File: config.mk
export PLATFORM = sky130hd
export DESIGN_NAME = oam_dma
export DESIGN_NICKNAME = d
export VERILOG_FILES = /design/src/rtl/oam_dma.sv
export SDC_FILE = /design/constraint.sdc
export NUM_CORES = 1
export LEC_CHECK = 0
export ABC_CLOCK_PERIOD_IN_PS = 2000
export CAP_MARGIN = 10
export CORE_ASPECT_RATIO = 0.6
export CORE_MARGIN = 2
export CORE_UTILIZATION = 25
export CTS_CLUSTER_DIAMETER = 40
export DETAILED_ROUTE_END_ITERATION = 10
export SLEW_MARGIN = 20
export SYNTH_ARGS = -nofsm -noshare
export SYNTH_HDL_FRONTEND = slang
export SYNTH_SLANG_ARGS = --single-unit
File: constraint.sdc
create_clock -name clk -period 2 [get_ports clk]
set_input_delay 0.6 -clock clk [delete_from_list [all_inputs] [get_ports clk]]
set_output_delay 0.6 -clock clk [all_outputs]
set_load 0.05 [all_outputs]
File: src/rtl/oam_dma.sv
// OAM DMA engine: a write to the DMA register copies NUM_BYTES bytes from
// {src_hi, 8'h00} onwards into OAM, one byte every CYCLES_PER_BYTE clocks.
module oam_dma #(
    parameter int unsigned CYCLES_PER_BYTE = 4,
    parameter int unsigned NUM_BYTES       = 160,
    parameter logic [15:0] REG_ADDR        = 16'hFF46
) (
    input  logic        clk,
    input  logic        reset,
    input  logic [15:0] abs_addr,
    input  logic [7:0]  data_w,
    input  logic        write_enable,
    output logic [7:0]  data_r,
    output logic        data_active,
    output logic        dma_active,
    output logic [15:0] dma_addr,
    input  logic [7:0]  mem_data_r,
    output logic [7:0]  oam_addr,
    output logic [7:0]  oam_data,
    output logic        oam_we,
    output logic        busy
);

    localparam int unsigned PHASE_W = (CYCLES_PER_BYTE > 1) ? $clog2(CYCLES_PER_BYTE) : 1;
    localparam logic [PHASE_W-1:0] PHASE_LAST = PHASE_W'(CYCLES_PER_BYTE - 1);
    localparam logic [7:0] IDX_LAST = 8'(NUM_BYTES - 1);

    typedef enum logic [1:0] {
        IDLE  = 2'd0,
        START = 2'd1,
        XFER  = 2'd2
    } state_t;

    state_t               state;
    state_t               state_nx;
    logic [7:0]           src_hi;
    logic [7:0]           eff_hi;
    logic [7:0]           idx;
    logic [PHASE_W-1:0]   phase;
    logic                 reg_wr;
    logic                 phase_last;
    logic                 idx_last;

    assign reg_wr     = write_enable && (abs_addr == REG_ADDR);
    assign phase_last = (phase == PHASE_LAST);
    assign idx_last   = (idx == IDX_LAST);
    // Echo region E000-FDFF mirrors work RAM at C000-DDFF.
    assign eff_hi     = (src_hi >= 8'hE0) ? (src_hi - 8'h20) : src_hi;

    // State register
    always_ff @(posedge clk) begin
        if (reset) begin
            state <= IDLE;
        end else begin
            state <= state_nx;
        end
    end

    // Next-state logic; a register write restarts from any state
    always_comb begin
        state_nx = state;
        if (reg_wr) begin
            state_nx = START;
        end else begin
            case (state)
                START:   if (phase_last) state_nx = XFER;
                XFER:    if (phase_last && idx_last) state_nx = IDLE;
                default: state_nx = state;
            endcase
        end
    end

    // Source page, byte index and per-byte phase counter
    always_ff @(posedge clk) begin
        if (reset) begin
            src_hi <= 8'hFF;
            idx    <= 8'h00;
            phase  <= '0;
        end else if (reg_wr) begin
            src_hi <= data_w;
            idx    <= 8'h00;
            phase  <= '0;
        end else begin
            case (state)
                START: begin
                    phase <= phase_last ? '0 : phase + PHASE_W'(1);
                end
                XFER: begin
                    if (phase_last) begin
                        phase <= '0;
                        if (!idx_last) idx <= idx + 8'd1;
                    end else begin
                        phase <= phase + PHASE_W'(1);
                    end
                end
                default: phase <= '0;
            endcase
        end
    end

    // Outputs decoded from the registered state
    always_comb begin
        dma_active = 1'b0;
        dma_addr   = 16'h0000;
        oam_we     = 1'b0;
        busy       = 1'b0;
        case (state)
            START: busy = 1'b1;
            XFER: begin
                busy       = 1'b1;
                dma_active = 1'b1;
                dma_addr   = {eff_hi, idx};
                oam_we     = phase_last;
            end
            default: ;
        endcase
    end

    assign data_r      = src_hi;
    assign data_active = !write_enable && (abs_addr == REG_ADDR);
    assign oam_addr    = idx;
    assign oam_data    = mem_data_r;

endmodule
==> summary.md, run 1 <==
| Metric | Value |
|---|---|
| Nature of the critical path startpoint | `input port` |
| Warnings from Yosys | `0` |
| Tot Pwr | `roughly 1.1 mW` |
| Congestion Overflow GR | `0` |
| Initial antenna violation count | `0` |
| Ys async rst share | `0` |
| Synth unique cells | `41` |
| Violation count after the first detailed-route iteration | `41` |
| CP Data Arrival Time | `1.50 ns` |
| Antenna fix cells | `0` |
| Wire per inst | `13.0 um` |
| Die H | `57.6 um` |
| Cell row count | `19` |
| Max VDD drop | `around 0.23 mV` |
| Fmax | `476 MHz` |
| CTS tree | `built` |
| Die width | `between 90 and 100 um` |
| Area growth, synth to finish | `85.4%` |
| Routed Wire Length | `roughly 3500 um` |
| CP max-delay cell | `and4_4` |
| Pleak | `slightly below 0.9 nW` |
| Max-cap viol count | `0` |
| Nets@finish | `approximately 250` |
| Final WS setup | `-0.103 ns` |
| Initial Util | `0.261` |
| I/O pins | `just under 80` |
| Final setup viols | `1` |
| Min Tclk post-route | `around 2.1 ns` |
| Pwr Density | `488 nW/um^2` |
| Register clock-pin slew on the reported worst setup and hold paths | `roughly 0.080 ns` |
| Die ar. | `around 5400 um^2` |
| Vias in the first global route | `between 1000 and 1500` |
| # port buffers | `62` |
| Worst-skew pair later-pin latency | `approximately 0.26 ns` |
| ANT nets after route | `0` |
| First-pass GRT wire length | `~5600 um` |
| Reg2Reg Setup Slack | `~0.51 ns` |
| Most used DFF post-synth | `dfxtp_1` |
| Clock tree root buffer cell | `clkbuf_8` |
| Final worst-path cycle share | `1.05` |
| Detailed-placement wirelength estimate | `about 2600 um` |
| Required @ worst endpoint | `approximately 1.4 ns` |
| Post-Syn Nets | `between 150 and 200` |
| Status | `finished with violations` |
| Placer Congestion | `about 0.68` |
| Post-Syn Instances | `142` |
| Hold_buf cts | `0` |
| Core footprint | `about 4600 um^2` |
| Crit-path max cell delay | `0.22 ns` |
| Syn avg cell area | `8.42 um^2` |
| Crit path kind | `in -> out` |
| CP max FO | `2` |
| Final Slew Violations | `0` |
| First-pass DRT Iterations | `4` |
| Worst Hold Class | `reg -> reg` |
| RSZ-0062 raised after global routing | `true` |
| Num CTS Buffers | `3` |
| Most frequent cells in the layout | `buf_4, buf_12, nand2_1, dfxtp_1, and2_1` |
| WHS Path Cells | `1` |
| Clk_skew | `about 0.0058 ns` |
| Via density | `roughly 4.6` |
| Max Root-Sink Buffers | `2` |
| Fin. Hold Viols | `0` |
| Layout cells sized above 1 | `0.385` |
| CP cell instances | `dlygate4sd2_1, and4_4, nand3_2, nor3b_4, buf_12` |
| Hold slack | `~0.42 ns` |
| #FFs+latches synth | `20` |
| Final Util | `0.483` |
| Reg2reg path depth | `6` |
| Largest net degree at the start of global routing | `13` |
| Overall routing resource usage | `0.132` |
| Via count | `1227` |
| H-tree levels | `1` |
| Commonest non-fill, non-tap cell in the layout | `buf_4` |
| Sequential area share after synthesis | `0.335` |
| Relative slew margins | `0.771` |
| Post-route DRC | `0` |
| Violated checks | `negative setup slack` |
| Clk sink count | `20` |
| Nature of the critical path endpoint | `output pin` |
| Mapped Area | `approximately 1200 um^2` |
| EDFF count, synth | `0` |
| Worst Max-Slew Pin Slew | `around 0.34 ns` |
synthesized netlist by cell type, types with 2 or more instances:
cell type / n / area [um^2]
a41oi_1: 8 / 70.1
nand2_1: 16 / 60.1
xnor2_1: 2 / 17.5
a21oi_1: 8 / 40.0
clkbuf_1: 3 / 11.3
a31oi_1: 2 / 12.5
and3_1: 2 / 12.5
ha_1: 5 / 62.6
mux2i_1: 2 / 20.0
nand3_1: 3 / 15.0
nor2_1: 7 / 26.3
and2_1: 12 / 75.1
dfxtp_1: 20 / 400
buf_6: 2 / 22.5
o21ai_0: 9 / 45.0
and4_1: 3 / 26.3
inv_1: 7 / 26.3
buf_4: 8 / 60.1
state kept, by name, indices dropped and copies added, names as in the netlist:
signal    count
data_r        8
phase         2
oam_addr      8
state         2
per-layer routing:
layer  track usage  routed length, um  up-vias
met4        0.0126                  4        0
met1         0.194               1810      559
met3        0.0555                287        2
met5             0                  0        -
li1              -                  -      625
met2         0.188               1370       41
power breakdown:
group          internal [mW]  total [mW]  switching, mW
registers              0.400       0.403        0.00292
clock network          0.267       0.405          0.138
logic                  0.145       0.275          0.130
final cells by class:
cell class                      count  area (um^2)
Fill cell                         435         2370
Inverter                            7         26.3
Clock buffer                        3         41.3
Timing Repair Buffer               75          892
Multi-Input combinational cell     99          741
Sequential cell                    20          408
Tap cell                           63         78.8
Clock inverter                      1         30.0
per-stage QoR:
| step | setup slack [ns] | instances | instance area, um^2 | TNS, ns |
|---|---|---|---|---|
| 6_report | -0.103 | 268 | 2220 | -0.103 |
| 5_1_grt | -0.191 | 268 | 2220 | -0.199 |
| 4_1_cts | -0.112 | 264 | 2180 | -0.115 |
| 3_5_place_dp | -0.506 | 258 | 2100 | -3.32 |
| 3_3_place_gp | -0.505 | 258 | 2100 | -3.14 |
| 2_1_floorplan | -0.208 | 142 | 1290 | -0.208 |
worst max-delay path, delay by kind of cell:
family | cells | cell delay [ns]
buffers and inverters | 2 | 0.35
AND/OR/NAND/NOR | 3 | 0.54
cell families (layout without fill, tap and decap cells):
family / after synthesis / after routing / share of synthesized area
AO/OA/AOI/OAI: 34 / 34 / 0.190
buffers and inverters: 23 / 86 / 0.112
AND/OR/NAND/NOR: 55 / 55 / 0.272
flip-flops: 20 / 20 / 0.335
XOR/XNOR: 3 / 3 / 0.0220
adder cells (fa/ha/maj): 5 / 5 / 0.0523
multiplexers: 2 / 2 / 0.0167
worst paths after layout:
check | startpoint | end
max | abs_addr[13] | data_active
min | phase[0] | phase[0]
max reg2reg | state[0] | oam_addr[6]
min reg2reg | phase[0] | phase[0]
timing repair:
action | 4_1_cts | 5_1_grt
setup endpoints to repair | 5 | 10
buffers inserted | 2 | 4
gates resized for setup | 38 | 6
pin swaps | 6 | 0
hold endpoints to repair | 0 | 0
No activity file was read; power rests on OpenSTA's default activity.
==> inputs of run 2 (changes only) <==
--- a/config.mk
+++ b/config.mk
@@ -11,6 +11,7 @@
 export CORE_MARGIN = 2
 export CORE_UTILIZATION = 25
 export CTS_CLUSTER_DIAMETER = 40
+export CTS_CLUSTER_SIZE = 14
 export DETAILED_ROUTE_END_ITERATION = 10
 export SLEW_MARGIN = 20
 export SYNTH_ARGS = -nofsm -noshare
==> results of run 2 <==
Same layout as run 1: the final DEF is identical, and so are final timing and power.
==> inputs of run 3 (changes only) <==
--- a/config.mk
+++ b/config.mk
@@ -5,7 +5,7 @@
 export SDC_FILE = /design/constraint.sdc
 export NUM_CORES = 1
 export LEC_CHECK = 0
-export ABC_CLOCK_PERIOD_IN_PS = 2000
+export ABC_CLOCK_PERIOD_IN_PS = 2600
 export CAP_MARGIN = 10
 export CORE_ASPECT_RATIO = 0.6
 export CORE_MARGIN = 2
==> constraint.sdc (replaced) <==
create_clock -name clk -period 2.6 [get_ports clk]
set_input_delay 0.78 -clock clk [delete_from_list [all_inputs] [get_ports clk]]
set_output_delay 0.78 -clock clk [all_outputs]
set_load 0.05 [all_outputs]
==> run 3 against run 2 <==
  * The flow now finishes without violations
  * First-iteration DRC count is 4.9% higher
  * Wire length is 6.1% lower
  * Clock power is 50% lower
  * Die area stayed put
  * Critical endpoint unchanged
  * Largest cell class unchanged
  * Highest routed layer unchanged
==> summary.md, run 3 (same netlist as run 1, synthesis figures left out) <==
| Metric | Value |
|---|---|
| Status | `complete, no violations` |
| Worst Max-Slew Pin Slew | `about 0.5 ns` |
| Initial Util | `0.261` |
| Dpl ws | `-0.249 ns` |
| Violation count after the first detailed-route iteration | `between 40 and 50` |
| Initial antenna violation count | `0` |
| Pwr Density | `between 300 and 400 nW/um^2` |
| CTS tree | `built` |
| Cell row count | `19` |
| Routed Wire Length | `~3300 um` |
| Worst-skew pair later-pin latency | `~0.26 ns` |
| Core footprint | `roughly 4600 um^2` |
| Post-route cell area | `between 2000 and 2500 um^2` |
| Clk sink count | `20` |
| Min Tclk post-route | `2.52 ns` |
| CP cell instances | `clkdlybuf4s15_1, nor4b_4, nand3_2, nor3b_4, buf_12` |
| Post-DP Area | `between 2000 and 2500 um^2` |
| Fin. Hold Viols | `0` |
| Wire per inst | `between 10 and 15 um` |
| Pleak | `between 0.8 and 0.9 nW` |
| Max Root-Sink Buffers | `2` |
| First-pass DRT Iterations | `4` |
| CP delay by family, top | `simple AND/OR/NAND/NOR gates` |
| Overall routing resource usage | `0.131` |
| Final Slew Violations | `0` |
| RSZ-0062 raised after global routing | `false` |
| Via count | `approximately 1200` |
| Vias in the first global route | `1087` |
| Num CTS Buffers | `3` |
| Nature of the critical path startpoint | `input port` |
| Die width | `between 90 and 100 um` |
| Buf/Inv on CP | `2` |
| Largest net degree at the start of global routing | `23` |
| CP max-delay cell | `nor4b_4` |
| Clk_skew | `between 0.001 and 0.0015 ns` |
| CP Data Arrival Time | `around 1.7 ns` |
| Register clock-pin slew on the reported worst setup and hold paths | `around 0.070 ns` |
| Antenna fix cells | `0` |
| Via density | `between 4 and 5` |
| Post-route DRC | `0` |
| Non-filler cells in the finished layout | `about 260` |
| H-tree levels | `1` |
| WHS Path Cells | `1` |
| Worst Hold Class | `reg -> reg` |
| Final setup viols | `0` |
| Layout cells sized above 1 | `0.231` |
| Nets@finish | `roughly 240` |
| Number of cells on the critical path | `5` |
| Relative slew margins | `0.663` |
| Most frequent cells in the layout | `clkdlybuf4s50_1, dfxtp_1, buf_12` |
| Crit path kind | `in -> out` |
| Clock tree root buffer cell | `clkbuf_8` |
| First-pass GRT wire length | `5410 um` |
| Placed insts | `257` |
| # port buffers | `62` |
| Final worst-path cycle share | `0.968` |
| Commonest non-fill, non-tap cell in the layout | `clkdlybuf4s50_1` |
| Fmax | `397 MHz` |
| Reg2reg path depth | `5` |
| Hold_buf cts | `0` |
| Tot Pwr | `0.695 mW` |
| Final Util | `0.461` |
| Area growth, synth to finish | `77.0%` |
| Die ar. | `5370 um^2` |
| CP max FO | `2` |
| Required @ worst endpoint | `between 1.5 and 2 ns` |
| Max VDD drop | `0.180 mV` |
| Final WS setup | `about 0.084 ns` |
| I/O pins | `79` |
| Nature of the critical path endpoint | `output pin` |
| Placer Congestion | `~0.74` |
| Detailed-placement wirelength estimate | `between 2000 and 3000 um` |
| ANT nets after route | `0` |
| Congestion Overflow GR | `0` |
| Crit-path max cell delay | `approximately 0.24 ns` |
| Die H | `about 58 um` |
| Max-cap viol count | `0` |
[run 3: what timing repair did]
item                       in CTS  in global routing
resized for setup              23                  3
setup endpoints to repair       1                  1
setup buffers                   1                  1
pin swaps                       6                  4
[run 3: final cells by class]
class / instances / area, um^2
flip-flops and latches: 20 / 400
multi-input cells: 99 / 718
repair buffers: 70 / 852
clock buffers: 3 / 41.3
inverters: 7 / 26.3
well taps: 63 / 78.8
fillers: 429 / 2470
[run 3: power breakdown]
| group | total, mW | internal (mW) | leakage, nW | switching (mW) |
|---|---|---|---|---|
| logic | 0.184 | 0.0922 | 0.655 | 0.0917 |
| registers | 0.310 | 0.309 | 0.162 | 0.00156 |
| clock network | 0.201 | 0.103 | 0.0216 | 0.0981 |
[run 3: stage by stage]
stage / setup TNS (ns) / hold WS, ns
final: 0 / 0.431
after floorplan: 0 / 0.405
after global routing: 0 / 0.457
after global placement: -0.240 / 0.417
after CTS: 0 / 0.434
after detailed placement: -0.249 / 0.423
[run 3: path summary, 6_finish.rpt]
check | endpoint | from | slack [ns]
setup / recovery | data_active | abs_addr[0] | 0.08
hold / removal | phase[0] | phase[0] | 0.43
setup reg to reg | oam_addr[6] | state[0] | 1.00
hold reg to reg | phase[0] | phase[0] | 0.43
[run 3: worst reg2reg max path, delay by kind of cell (launching register included)]
kind	cells	cell delay (ns)
AOI/OAI and AO/OA	1	0.13
adders and majority gates	1	0.40
buffers and inverters	1	0.06
DFF	1	0.33
and+or+nand+nor	2	0.62
[run 3: layer usage]
metal	GRT usage	wire length [um]	vias up
met1	0.187	1570	541
met3	0.0542	257	5
li1	-	-	618
met2	0.179	1390	44
met4	0.0378	39	0
met5	0	0	-
